### config.mk
export PLATFORM = sky130hd
export DESIGN_NAME = imuldiv_int_div_iter_param
export DESIGN_NICKNAME = d
export VERILOG_FILES = /design/src/rtl/imuldiv_int_div_iter_param_pkg.sv /design/src/rtl/imuldiv_div_iter_counter.sv /design/src/rtl/imuldiv_int_div_iter_param.sv
export SDC_FILE = /design/constraint.sdc
export NUM_CORES = 1
export LEC_CHECK = 0
export CORE_ASPECT_RATIO = 0.75
export CORE_MARGIN = 10
export CORE_UTILIZATION = 55
export DETAILED_ROUTE_END_ITERATION = 8
export PLACE_DENSITY_LB_ADDON = 0.3
export SLEW_MARGIN = 20
export SYNTH_ARGS = -nofsm -noshare
export SYNTH_HDL_FRONTEND = slang
export SYNTH_SLANG_ARGS = --single-unit
### constraint.sdc
create_clock -name clk -period 3.2 [get_ports clk]
set_input_delay 0.64 -clock clk [delete_from_list [all_inputs] [get_ports clk]]
set_output_delay 0.64 -clock clk [all_outputs]
set_load 0.005 [all_outputs]
### src/rtl/imuldiv_int_div_iter_param_pkg.sv
// ---------------------------------------------------------------------------
// imuldiv_int_div_iter_param_pkg
//
// Shared definitions for the iterative muldiv units:
//   - DivReqMsg function encodings (unsigned / signed)
//   - 2-bit FSM state encodings (IDLE / CALC / DONE)
//   - response field layout helpers (remainder in upper half, quotient in lower)
// ---------------------------------------------------------------------------
package imuldiv_int_div_iter_param_pkg;

    // DivReqMsg function field
    localparam logic DivFnUnsigned = 1'b0;
    localparam logic DivFnSigned   = 1'b1;

    // Iterative unit control states
    typedef enum logic [1:0] {
        StIdle = 2'd0,
        StCalc = 2'd1,
        StDone = 2'd2
    } div_state_e;

    // Response message is {remainder, quotient}; these give the half offsets
    // for an operand width w.
    function automatic int unsigned div_resp_quot_lsb(input int unsigned w);
        div_resp_quot_lsb = 0 * w;
    endfunction

    function automatic int unsigned div_resp_rem_lsb(input int unsigned w);
        div_resp_rem_lsb = w;
    endfunction

endpackage

### src/rtl/imuldiv_div_iter_counter.sv
// ---------------------------------------------------------------------------
// imuldiv_div_iter_counter
//
// Width-bit iteration down-counter shared by the iterative divide/multiply
// units. Load has priority over decrement.
//
// Ports:
//   clk_i       clock
//   rst_ni      asynchronous active-low reset (count -> 0)
//   load_i      load load_val_i on the next rising edge
//   load_val_i  value to load
//   dec_i       decrement by one on the next rising edge
//   count_o     current count
//   zero_o      count == 0
// ---------------------------------------------------------------------------
module imuldiv_div_iter_counter #(
    parameter int unsigned Width = 5
) (
    input  logic             clk_i,
    input  logic             rst_ni,
    input  logic             load_i,
    input  logic [Width-1:0] load_val_i,
    input  logic             dec_i,
    output logic [Width-1:0] count_o,
    output logic             zero_o
);

    logic [Width-1:0] count_q, count_d;

    always_comb begin
        count_d = count_q;
        if (load_i) begin
            count_d = load_val_i;
        end else if (dec_i) begin
            count_d = count_q - Width'(1);
        end
    end

    always_ff @(posedge clk_i or negedge rst_ni) begin
        if (!rst_ni) begin
            count_q <= '0;
        end else begin
            count_q <= count_d;
        end
    end

    assign count_o = count_q;
    assign zero_o  = (count_q == '0);

endmodule

### src/rtl/imuldiv_int_div_iter_param.sv
// ---------------------------------------------------------------------------
// imuldiv_int_div_iter_param
//
// Parametrised iterative restoring divider, one quotient bit per cycle.
// Signed/unsigned per request; divide-by-zero and signed overflow follow the
// RISC-V M rules, with an extra divide-by-zero flag on the response.
//
// Build option: define IMULDIV_DIV_DBZ_FASTPATH_EN to skip the iterations for
// a zero divisor (response one cycle after accept, same result values).
//
// Ports:
//   clk                 clock, rising edge
//   reset_n             asynchronous active-low reset
//   divreq_msg_fn       0 = unsigned, 1 = signed
//   divreq_msg_a        dividend (W bits)
//   divreq_msg_b        divisor (W bits)
//   divreq_val/_rdy     request handshake (rdy only in IDLE)
//   divresp_msg_result  {remainder, quotient} (2W bits)
//   divresp_dbz         divide-by-zero flag, qualified by divresp_val
//   divresp_val/_rdy    response handshake (val only in DONE)
// ---------------------------------------------------------------------------
module imuldiv_int_div_iter_param
    import imuldiv_int_div_iter_param_pkg::*;
#(
    parameter int unsigned W = 32
) (
    input  logic           clk,
    input  logic           reset_n,
    input  logic           divreq_msg_fn,
    input  logic [W-1:0]   divreq_msg_a,
    input  logic [W-1:0]   divreq_msg_b,
    input  logic           divreq_val,
    output logic           divreq_rdy,
    output logic [2*W-1:0] divresp_msg_result,
    output logic           divresp_dbz,
    output logic           divresp_val,
    input  logic           divresp_rdy
);

    localparam int unsigned CW      = $clog2(W);
    localparam int unsigned QuotLsb = div_resp_quot_lsb(W);
    localparam int unsigned RemLsb  = div_resp_rem_lsb(W);

    div_state_e state_q, state_d;

    logic           fn_q;
    logic           dbz_q;
    logic           qsign_q;
    logic           rsign_q;
    logic [W-1:0]   a_raw_q;
    logic [W-1:0]   b_mag_q;
    logic [2*W-1:0] rem_q, rem_d;

    logic           accept;
    logic           a_neg, b_neg;
    logic [W-1:0]   a_mag, b_mag;
    logic           b_zero;
    logic           cnt_zero;
    logic [CW-1:0]  cnt_val;

    assign accept = (state_q == StIdle) && divreq_val;
    assign b_zero = (divreq_msg_b == '0);

    // Magnitudes: negate only for signed requests with a set MSB.
    assign a_neg = (divreq_msg_fn == DivFnSigned) && divreq_msg_a[W-1];
    assign b_neg = (divreq_msg_fn == DivFnSigned) && divreq_msg_b[W-1];
    assign a_mag = a_neg ? (~divreq_msg_a + W'(1)) : divreq_msg_a;
    assign b_mag = b_neg ? (~divreq_msg_b + W'(1)) : divreq_msg_b;

    imuldiv_div_iter_counter #(
        .Width (CW)
    ) u_counter (
        .clk_i      (clk),
        .rst_ni     (reset_n),
        .load_i     (accept),
        .load_val_i (CW'(W - 1)),
        .dec_i      (state_q == StCalc),
        .count_o    (cnt_val),
        .zero_o     (cnt_zero)
    );

    // Next-state
    always_comb begin
        state_d = state_q;
        unique case (state_q)
            StIdle: begin
                if (accept) begin
`ifdef IMULDIV_DIV_DBZ_FASTPATH_EN
                    state_d = b_zero ? StDone : StCalc;
`else
                    state_d = StCalc;
`endif
                end
            end
            StCalc: begin
                if (cnt_zero) begin
                    state_d = StDone;
                end
            end
            StDone: begin
                if (divresp_rdy) begin
                    state_d = StIdle;
                end
            end
            default: state_d = StIdle;
        endcase
    end

    // Restoring step. The shifted value needs 2W+1 bits, but whenever its top
    // bit is set the trial subtract succeeds and the kept difference fits in
    // 2W bits, so only 2W bits are stored.
    logic [2*W:0] shifted;
    logic [2*W:0] diff;

    always_comb begin
        shifted = {rem_q, 1'b0};
        diff    = shifted - {1'b0, b_mag_q, {W{1'b0}}};
        rem_d   = rem_q;
        if (accept) begin
            rem_d = {{W{1'b0}}, a_mag};
        end else if (state_q == StCalc) begin
            if (!diff[2*W]) begin
                rem_d = diff[2*W-1:0] | {{(2*W-1){1'b0}}, 1'b1};
            end else begin
                rem_d = shifted[2*W-1:0];
            end
        end
    end

    always_ff @(posedge clk or negedge reset_n) begin
        if (!reset_n) begin
            state_q <= StIdle;
            rem_q   <= '0;
        end else begin
            state_q <= state_d;
            rem_q   <= rem_d;
        end
    end

    always_ff @(posedge clk or negedge reset_n) begin
        if (!reset_n) begin
            fn_q    <= DivFnUnsigned;
            dbz_q   <= 1'b0;
            qsign_q <= 1'b0;
            rsign_q <= 1'b0;
            a_raw_q <= '0;
            b_mag_q <= '0;
        end else if (accept) begin
            fn_q    <= divreq_msg_fn;
            dbz_q   <= b_zero;
            qsign_q <= divreq_msg_a[W-1] ^ divreq_msg_b[W-1];
            rsign_q <= divreq_msg_a[W-1];
            a_raw_q <= divreq_msg_a;
            b_mag_q <= b_mag;
        end
    end

    // Response, combinational from registers and zero outside DONE.
    logic [W-1:0] quot_raw, rem_raw;
    logic [W-1:0] quot, rem;
    logic         is_signed;

    assign is_signed = (fn_q == DivFnSigned);
    assign quot_raw  = rem_q[QuotLsb +: W];
    assign rem_raw   = rem_q[RemLsb +: W];

    always_comb begin
        quot = (is_signed && qsign_q) ? (~quot_raw + W'(1)) : quot_raw;
        rem  = (is_signed && rsign_q) ? (~rem_raw + W'(1)) : rem_raw;
        if (dbz_q) begin
            quot = '1;
            rem  = a_raw_q;
        end
    end

    always_comb begin
        divreq_rdy         = (state_q == StIdle);
        divresp_val        = (state_q == StDone);
        divresp_msg_result = '0;
        divresp_dbz        = 1'b0;
        if (state_q == StDone) begin
            divresp_msg_result = {rem, quot};
            divresp_dbz        = dbz_q;
        end
    end

endmodule
=== Word level (Yosys, flattened, before mapping) ===
Index checks and enable logic that the tools add are counted.

* Bits in registers: 139
* Latch bits: 0
* Bits in writable memories: 0
* Memory bits (read-only): 0
* Bits of input ports: 69
* Output and inout port bits: 67
* Word-level logic and storage cells: 52
* Memories: 0

* Add/sub/neg operators: 6
* Multiply operators: 0
* Div/mod/pow operators: 0
* Order comparisons: 0
* Equality and inequality tests: 5
* Shift-type cells: 0
* Multiplexer cells: 17
* Bitwise gates (word level): 5
* Reductions and logical operators: 10

{| class="wikitable"
|+ Operators by type and width
! cell !! count
|-
| two-way mux 64 bit || 4
|-
| two-way mux 32 bit || 6
|-
| adder 32 x 1 -> 32 bit, second input constant || 4
|-
| inverter 32 bit || 4
|-
| subtractor 65 x 64 -> 65 bit || 1
|-
| logical NOT 32 bit || 1
|-
| two-way mux 5 bit || 2
|-
| two-way mux 2 bit || 3
|-
| case mux 2 bit (3 select lines) || 1
|-
| logical AND 1 bit || 5
|-
| logical NOT 5 bit || 1
|-
| subtractor 5 x 1 -> 5 bit, second input constant || 1
|-
| != test 2 x 1 -> 1 bit, second input constant || 2
|-
| AND reduction 3 bit || 1
|-
| == test 2 x 1 -> 1 bit, second input constant || 1
|-
| == test 2 bit, second input constant || 1
|-
| logical NOT 2 bit || 1
|-
| != test 2 bit, second input constant || 1
|-
| nonzero test 2 bit || 1
|-
| two-way mux 1 bit || 1
|-
| bitwise XOR 1 bit || 1
|}

=== Logic depth before layout (Yosys ltp) ===
* Depth after elaboration: 5
* Gate-level depth with buffers: 13
* Gate-level depth less buffers: 12

=== By module ===
From an unflattened synthesis, not the netlist that was laid out.

* Cells, all modules: 1,436
* Area, all modules: 10,812.9 um^2

{| class="wikitable"
|+ Modules (own cells, without submodules)
! module !! times used !! cells an instance !! area an instance (um^2) !! sequential area each (um^2)
|-
| imuldiv_int_div_iter_param || 1 || 1,408 || 10,525.1 || 3,328.2
|-
| imuldiv_div_iter_counter || 1 || 28 || 287.8 || 125.1
|}

=== Worst setup path before layout ===
Ideal clock, no wire load.

* Kind: reg2out
* Start point: register rem_q[43]
* End point: output divresp_msg_result[63]
* Arrival: 2.256 ns
* Required time: 2.560 ns
* Slack: 0.304 ns
* Cell stages (with the launch flop): 10
* Buffers on the path: 0
* Path through: dfrtp_1 nor3_1 nand2b_1 or3_1 nor4b_2 nand2_1 o41ai_1 xnor2_1 nand2_1 a21oi_1

* Cells in the longest elaborated chain, start to end: 5

{| class="wikitable"
|+ RTL lines
! what !! RTL line !! text
|-
| start, declared || imuldiv_int_div_iter_param.sv:52 || <nowiki>logic [2*W-1:0] rem_q, rem_d;</nowiki>
|-
| start signal, assigned || imuldiv_int_div_iter_param.sv:136 || <nowiki>rem_q <= rem_d;</nowiki>
|-
| inverter 32 bit || imuldiv_int_div_iter_param.sv:169 || <nowiki>rem = (is_signed && rsign_q) ? (~rem_raw + W'(1)) : rem_raw;</nowiki>
|-
| adder 32 x 1 -> 32 bit || imuldiv_int_div_iter_param.sv:169 ||
|-
| two-way mux 32 bit || imuldiv_int_div_iter_param.sv:169 ||
|-
| two-way mux 32 bit || imuldiv_int_div_iter_param.sv:170 || <nowiki>if (dbz_q) begin</nowiki>
|-
| two-way mux 64 bit || imuldiv_int_div_iter_param.sv:181 || <nowiki>if (state_q == StDone) begin</nowiki>
|-
| end, declared || imuldiv_int_div_iter_param.sv:34 || <nowiki>output logic [2*W-1:0] divresp_msg_result,</nowiki>
|}

Every way passes these cells.

=== Worst setup path in the final report ===
* Start point: register rem_q[35]
* End point: output divresp_msg_result[52]

Same word-level chain as after synthesis.

==> impl_metrics.ini <==
[timing]
setup_tns_ps = -3610
relSlewSlack_pct = 24.3
max_freq_ghz = 0.285
period_needed_ps = 3510
final.setup_skew_ps = 9.72
setup_viol = 22
maxSlewViolCount = 0
final_hold_viol_count = 0
rsz0062_at_grt = yes
worst_slack_ps = -314
finalCritPeriodShare_pct = 110
worstMarginPinSlew_ps = 1140
holdWs_ps = 126

[pwr]
peakVddDrop_mv = 0.801
power_density_mw_per_mm2 = 1180
power_leakage_nw = 6.59

[cts]
cts_buffers = 17
cts_hold_buf = 0
root_buffer = clkbuf_16
clock_latency_ps = 440
clk_path_buf_depth = 2
cts_max_level = 4
cts.clk_slew.worst_paths_ps = 60
cts_tree = built
cts_sinks = 138

[finish]
antennaDiodeCount = 0
n_fill_cell = 1349
nNetsFinal = 1795
syn2layout_area_growth_pct = 36.0
final_area_mm2 = 0.0145
drive_gt1_share_pct = 21.0
instances_no_fill = 1953

[grt]
grt_pass1_vias = 11139
grt_pass1_wl_mm = 56.0
grt_overflow_total = 0
antenna_found_initial = 1
grt_start_max_net_pins = 61
grt_util_all_layers_pct = 26.3

[synthesis]
ys_ff_latch = 138
synth_edf_count = 0
async_flop_share_pct = 100
syn_area_per_cell_um2 = 7.42
synth_seq_area_share_pct = 32.4
ys.flop_type = dfrtp_1
ys_types = 61
synth_area_mm2 = 0.0107
synth_nets = 1546
ys_warn_count = 0
synthCells = 1438

[floorplanning]
die_h_um = 141
io_pins = 136
rows = 44
die_width_um = 181
start_util_pct = 55.5
core_mm2 = 0.0192
die_area_mm2 = 0.0254

[status]
violations = setup timing
status = finished, violations left

[drt]
wl_per_cell_um = 18.2
drt_first_pass_iters = 7
drc_errors = 0
drt_iter0_drc = 1286
ant_nets = 0
totalWireLength_mm = 35.5
num_vias = 11829
vias_per_cell = 6.06

[placed_design]
gp_congestion = 0.917
dp_hpwl_mm = 24.3
dp.cells = 1877
place_area_mm2 = 0.0131
io_buffers = 135

[critical_path]
rr_endpoint = rem_q[45]$_DFFE_PN0P_
cp_max_fo = 3
reg2regPathDepth = 13
startpoint = rem_q[35]$_DFFE_PN0P_
worstSetupEndpoint = divresp_msg_result[52]
cp_slowest_cell = dfrtp_1
cp.required_ps = 2560
worstPathArrival_ps = 2870
path_cells = nor3_4, buf_4, and3b_2, nand2_2, buf_6, nor4_2, buf_4, buf_6, a21oi_4, xnor2_2, nor2_2, a21oi_2, nor2_1, buf_2
endpoint_kind = primary output
worst-setup-path-type = reg2out
start_kind = flop
critPathMaxStageDelay_ps = 420
r2r_start = rem_q[33]$_DFFE_PN0P_
reg2reg_setup_slack_ps = 150

[run]
max-cap-violations = 0

[min_path]
hp-class = in2async
==> cells by family (layout without fill, tap and decap cells) <==
| family | Yosys count | count (layout) | share of synthesized area [%] |
|---|---|---|---|
| adders and majority gates | 39 | 39 | 4.65 |
| DFF | 138 | 138 | 32.4 |
| xor gates and xnor gates | 143 | 143 | 11.7 |
| buffers and inverters | 139 | 401 | 4.96 |
| muxes | 3 | 3 | 0.282 |
| and+or+nand+nor | 601 | 601 | 25.2 |
| AOI/OAI and AO/OA | 375 | 375 | 20.8 |
==> where the power goes <==
| part | internal [mW] | switching, mW |
|---|---|---|
| logic | 5.09 | 6.43 |
| registers | 2.71 | 0.848 |
| clock network | 1.17 | 0.825 |
| total | 8.97 | 8.10 |
==> how the worst min path moves through the flow <==
stage	startpoint	endpoint	slack, ps	cells past startpoint
global placement	a_raw_q[30]$_DFFE_PN0P_	a_raw_q[30]$_DFFE_PN0P_	460	2
floorplan	reset_n	a_raw_q[0]$_DFFE_PN0P_	340	0
CTS	reset_n	b_mag_q[29]$_DFFE_PN0P_	170	1
finish	reset_n	b_mag_q[29]$_DFFE_PN0P_	130	1
global route	reset_n	b_mag_q[29]$_DFFE_PN0P_	170	1
detailed placement	a_raw_q[30]$_DFFE_PN0P_	a_raw_q[30]$_DFFE_PN0P_	460	2
==> per-stage QoR <==
step,utilization (%),total power [mW],worst slack (ps)
after floorplan,-,10.2,304
after CTS,73.3,16.1,-322
after global routing,75.5,18.3,-373
after global placement,68.1,13.3,-341
after detailed placement,68.1,13.6,-388
final,75.5,17.1,-314
==> layout make-up <==
| type | count | area (um^2) | share of cell area (%) |
|---|---|---|---|
| repair buffers | 311 | 2640 | 18.2 |
| clock buffers | 19 | 443 | 3.05 |
| clock inverters | 13 | 145 | 1.00 |
| multi-input cells | 1161 | 7280 | 50.2 |
| inverters | 58 | 226 | 1.56 |
| flip-flops and latches | 138 | 3450 | 23.8 |
| well taps | 253 | 317 | 2.18 |
==> worst max-delay path: cells and delay by family (launching register included) <==
kind	cells	cell delay (ps)
AO/OA/AOI/OAI	2	240
AND/OR/NAND/NOR	6	850
buffers and inverters	5	690
XOR/XNOR	1	230
flip-flops	1	420
==> per-layer routing <==
metal / part of all wire [%] / vias up / GRT usage [%]
li1: - / 5500 / -
met1: 41 / 5629 / 34.7
met2: 47 / 614 / 42.1
met3: 9.2 / 86 / 6.29
met4: 2.3 / 0 / 7.97
met5: 0 / - / 0
==> state kept, by name, indices dropped and copies added, names as in the netlist <==
signal / cells
rem_q: 64
state_q: 2
dbz_q: 1
qsign_q: 1
b_mag_q: 32
u_counter.count_o: 5
fn_q: 1
a_raw_q: 31
rsign_q: 1
==> cells in the mapped netlist, types with 14 or more instances <==
master	n	share of area, %
nand2_1	269	9.5
a21oi_1	141	6.6
dfrtp_1	138	32
nor2_1	132	4.6
o21ai_0	105	4.9
xnor2_1	97	8.0
nand3_1	78	3.7
clkbuf_1	69	2.4
inv_1	57	2.0
xor2_1	46	3.8
ha_1	38	4.5
a31oi_1	36	2.1
nor3_1	31	1.5
a21o_1	14	0.99
or3_1	14	0.82
==> placed cells by master, fill, tap and decap left out, types with 34 or more instances in the layout <==
cell             count
nor2_1             126
xnor2_1             92
buf_4              153
ha_1                36
xor2_1              44
nand3_1             76
a21oi_1            113
a31oi_1             34
nand2_1            260
inv_1               52
dfrtp_1            137
o21ai_0             90
clkdlybuf4s50_1     84
==> timing repair <==
item,4_1_cts,5_1_grt
setup endpoints to repair,57,88
gates resized for setup,198,105
pin swaps,57,74
buffers inserted,28,18
(Power assumes the default switching activity.)
